===== config.mk =====
export PLATFORM = sky130hd
export DESIGN_NAME = dom_mask_rng
export DESIGN_NICKNAME = d
export VERILOG_FILES = /design/src/rtl/dom_mask_rng.sv
export SDC_FILE = /design/constraint.sdc
export NUM_CORES = 1
export LEC_CHECK = 0
export ABC_AREA = 1
export CAP_MARGIN = 20
export CORE_ASPECT_RATIO = 1.2
export CORE_MARGIN = 1.5
export CORE_UTILIZATION = 63
export CTS_BUF_LIST = sky130_fd_sc_hd__clkbuf_16
export DETAILED_ROUTE_END_ITERATION = 10
export DONT_BUFFER_PORTS = 1
export PLACE_DENSITY_LB_ADDON = 0.08
export SYNTH_ARGS = -nofsm -noshare
export SYNTH_HDL_FRONTEND = slang
export SYNTH_SLANG_ARGS = --single-unit

===== constraint.sdc =====
create_clock -name clk -period 2.95 [get_ports clk]
set_input_delay 0.885 -clock clk [delete_from_list [all_inputs] [get_ports clk]]
set_output_delay 0.885 -clock clk [all_outputs]
set_load 0.005 [all_outputs]

===== src/rtl/dom_mask_rng.sv =====
// ============================================================================
// Module : dom_mask_rng
// Brief  : Seeded 32-bit Galois LFSR supplying z0/z1 mask pairs to DOM GF(2^2)
//          multipliers over a valid/ready handshake, one word per cycle.
// Rev    : 1.0  initial release
// ============================================================================
`default_nettype none

module dom_mask_rng #(
    parameter int unsigned NUM_MULT = 4,
    parameter int unsigned WARMUP   = 16,
    parameter logic [31:0] ZERO_SUB = 32'hACE1ACE1
) (
    input  logic                    clk,
    input  logic                    rst_n,
    input  logic                    seed_valid,
    input  logic [31:0]             seed_data,
    output logic                    busy,
    output logic                    rnd_valid,
    input  logic                    rnd_ready,
    output logic [4*NUM_MULT-1:0]   rnd_data
);

    localparam int unsigned ZW   = 4 * NUM_MULT;
    localparam logic [31:0] POLY = 32'h80200003;
    localparam int unsigned CW   = (WARMUP < 1) ? 1 : $clog2(WARMUP + 1);

    typedef enum logic [1:0] {
        S_IDLE   = 2'd0,
        S_SEED   = 2'd1,
        S_WARMUP = 2'd2,
        S_RUN    = 2'd3
    } state_t;

    state_t          state;
    logic [31:0]     lfsr;
    logic [31:0]     lfsr_adv;
    logic [CW-1:0]   warm_cnt;

    // ZW chained single steps so each advance yields ZW fresh bits.
    always_comb begin
        lfsr_adv = lfsr;
        for (int i = 0; i < int'(ZW); i++) begin
            lfsr_adv = (lfsr_adv >> 1) ^ (lfsr_adv[0] ? POLY : 32'h0);
        end
    end

    assign busy = (state == S_SEED) || (state == S_WARMUP);

    always_ff @(posedge clk) begin
        if (!rst_n) begin
            state     <= S_IDLE;
            lfsr      <= ZERO_SUB;
            warm_cnt  <= '0;
            rnd_valid <= 1'b0;
            rnd_data  <= '0;
        end else if (seed_valid) begin
            // A seed request overrides everything, including a live handshake.
            lfsr      <= (seed_data == 32'h0) ? ZERO_SUB : seed_data;
            warm_cnt  <= CW'(WARMUP);
            rnd_valid <= 1'b0;
            state     <= S_SEED;
        end else begin
            case (state)
                S_IDLE: begin
                    rnd_valid <= 1'b0;
                end
                S_SEED: begin
                    state <= S_WARMUP;
                end
                S_WARMUP: begin
                    lfsr <= lfsr_adv;
                    if (warm_cnt != '0) begin
                        warm_cnt <= warm_cnt - 1'b1;
                    end else begin
                        rnd_data  <= lfsr_adv[ZW-1:0];
                        rnd_valid <= 1'b1;
                        state     <= S_RUN;
                    end
                end
                S_RUN: begin
                    if (rnd_ready) begin
                        lfsr     <= lfsr_adv;
                        rnd_data <= lfsr_adv[ZW-1:0];
                    end
                end
                default: begin
                    state     <= S_IDLE;
                    rnd_valid <= 1'b0;
                end
            endcase
        end
    end

endmodule

`default_nettype wire


==> impl_results.md <==
- Vias/cell: around 6
- Clock buffer count from CTS: 5
- Top cell by count, worst path: nand2_2
- Area Overhead vs Synth: 7.43%
- Cts repair resizes: 0
- Layout cells sized above 1: a little over an eighth
- Async set-reset flop share out of synthesis: 0%
- Met2 Use GR: 51.4%
- Slowest cell on crit path: dfxtp_2
- Met3 Use GR: 6.51%
- Synth Cell Area: around 0.0032 mm2
- Fin. Hold Viols: 0
- Core Region: 0.00490 mm2
- Simple-gate area share of the yosys netlist: between 30% and 40%
- Buf/Inv on CP: 1
- Post-Synth Adder-Cell Area: 2.35%
- Cell area after layout: 0.00344 mm2
- Largest net degree at the start of global routing: 37
- Tmin final: 2760 ps
- FILL cells: 416
- Fin util: 70.1%
- Sequential area share after synthesis: 35.1%
- Outcome: complete, no violations
- Fmax: 363 MHz
- Flops & latches, synth: between 50 and 60
- Worst EP required: 3180 ps
- Gate Count Post-Synth: 436
- CTS tree: done
- GRT met1 Usage: 38.2%
- Post-Synth XOR/XNOR Area: 7.12%
- Slowest stage delay, CP: around 370 ps
- Worst skew pair latency: 300 ps
- Initial core utilization: 65.2%
- Max Cap Viol: 0
- Die H: slightly above 80 um
- Vias in the first global route: approximately 2.7k
- Commonest non-fill, non-tap cell in the layout: nand2_1
- Htree depth: 2
- IO Pins: 54
- Mux cell area share after synthesis: 0%
- Final WL: 8380 um
- Global-route wire length before repair: 12800 um
- Worst rel slew slack: between 50% and 60%
- Main combinational cell family by area after synthesis: simple AND/OR/NAND/NOR gates
- Number of post-CTS setup repair buffers: 0
- Leak: 0.00148 uW
- Syn Area/Cell: 7.34 um2
- Die Footprint: between 0.005 and 0.006 mm2
- Drt first pass iters: 5
- CTS sink cnt: between 50 and 60
- IO buf count: 0
- Most Crowded Layer GR: met2
- Crit Path Category: reg -> reg
- Clock Skews: 4.98 ps
- Chip Width: 68.0 um
- Avg WL per Cell: ~17 um
- Worst path cell trace: xnor2_4, nand2_4, nand2_2, nand2_2, nand2_4, xnor3_2, nand2_2, nand2_4, xor2_4, inv_1, nand3_2, nand2_2, nand2_2, nand3_1, nand3_2, nand3_2, a21oi_2
- Critical Path AT: between 2000 and 3000 ps
- Cell variety after synth: 37
- Global Route Usage Sum: 31.7%
- Nature of the critical path endpoint: register
- Crit start category: register
- Top FF cell, synth: dfxtp_1
- Final #Nets: 472
- RSZ-0062 raised after global routing: no
- Post-DP Area: 0.00324 mm2
- Post-synth EDFFs: 0
- DP HPWL: 6190 um
- Commonest cells after routing, fill and taps aside: 87 x nand2_1, 53 x dfxtp_1, 48 x inv_1, 44 x nand3_1, 30 x o21ai_0
- Core Rows: 28
- Setup TNS: 0 ps
- Compound-Gate Fraction of Synth Area: 15.3%
- VDD IR max: 0.404 mV
- Yosys Warn Count: 0
- Critical Path Fanout Max: 7
- Net Count, Synth: 478
- Antenna Violating Nets Remaining: 0
- CTS Hold Bufs: 0
- Grt ovf: 0
- Antenna violations before repair: 0
- Root buffer cell: clkbuf_16
- PD cells: 652 mW/mm2
- Tcrit/Tclk final: between 90% and 100%
- Final Max Slew Viols: 0
- Placer congestion estimate: 0.919
- Top delay family on crit path: simple AND/OR/NAND/NOR gates
- # DRC: 0
- Routed via count: 3000
- Worst hold-check path type: reg -> reg
- Final Setup Violations: 0
- Clock slew at the register clock pins of the worst setup and hold paths: 70 ps
- 1st-iter DRT viols: 262
- ANT cells: 0
- Slew @ Worst Pin: 619 ps
- CTS max path bufs: 2
-- final timing paths --
kind	start	to	slack, ps	cells past startpoint
max	lfsr[1]$_SDFFE_PN0P_	lfsr[1]$_SDFFE_PN0P_	190	17
min	warm_cnt[0]$_SDFFE_PP0P_	warm_cnt[0]$_SDFFE_PP0P_	460	1
max reg2reg	lfsr[1]$_SDFFE_PN0P_	lfsr[1]$_SDFFE_PN0P_	190	17
min reg2reg	warm_cnt[0]$_SDFFE_PP0P_	warm_cnt[0]$_SDFFE_PP0P_	460	1
-- worst register-to-register path, delay by kind of cell (launching register included) --
kind / cells / cell delay [ps]
AOI/OAI and AO/OA: 1 / 130
xor gates and xnor gates: 3 / 850
buffers and inverters: 1 / 80
DFF: 1 / 370
and+or+nand+nor: 12 / 1260
-- per-stage QoR --
stage | total power (uW) | std cells | hold slack, ps | setup slack, ps
2_1_floorplan | 1420 | 436 | 422 | 511
3_3_place_gp | 1530 | 483 | 436 | 146
3_5_place_dp | 1550 | 483 | 443 | 64.9
4_1_cts | 2230 | 491 | 456 | 26.7
5_1_grt | 2350 | 491 | 483 | 1.82
6_report | 2240 | 491 | 456 | 194
-- cell families (layout without fill, tap and decap cells) --
logic type | after synthesis | in the layout
compound gates | 79 | 79
buf+inv | 72 | 67
flops | 56 | 56
xor+xnor | 21 | 21
fa+ha+maj | 6 | 6
simple gates | 202 | 202
-- routing by layer --
layer / up-vias / routed length, um
met1: 1385 / 3230
met2: 136 / 4080
met3: 29 / 636
met4: 0 / 429
met5: - / 0
li1: 1450 / -
-- flip-flops by register name (all words and copies together), names as in the netlist --
signal     count
rnd_data      16
lfsr          32
rnd_valid      1
warm_cnt       5
state          2
-- power breakdown --
part | internal (uW) | total, uW | switching [uW]
Clock | 401 | 686 | 284
Sequential | 807 | 858 | 50.2
Combinational | 243 | 697 | 453
Total | 1450 | 2240 | 788
-- synth_stat cells (7+ instances only) --
cell	n	area share [%]
o2111ai_1	9	2.5
nor4_1	8	1.6
inv_1	47	5.5
nor2_1	23	2.7
dfxtp_1	56	35
o21ai_0	30	4.7
xor2_1	10	2.7
nand3_1	44	6.9
xnor2_1	7	1.9
nand2_2	16	3.1
nand3_2	10	3.1
a21oi_1	12	1.9
nand2_1	87	10
a31oi_1	14	2.7
clkbuf_1	16	1.9
-- layout make-up --
cell class | count | area, um2 | share of cell area, %
Sequential cell | 56 | 1130 | 32.8
Tap cell | 60 | 75.1 | 2.18
Multi-Input combinational cell | 308 | 1820 | 52.9
Clock inverter | 3 | 42.5 | 1.24
Inverter | 52 | 195 | 5.68
Clock buffer | 5 | 125 | 3.64
Timing Repair Buffer | 7 | 52.6 | 1.53
No activity file was read; power rests on OpenSTA's default activity.
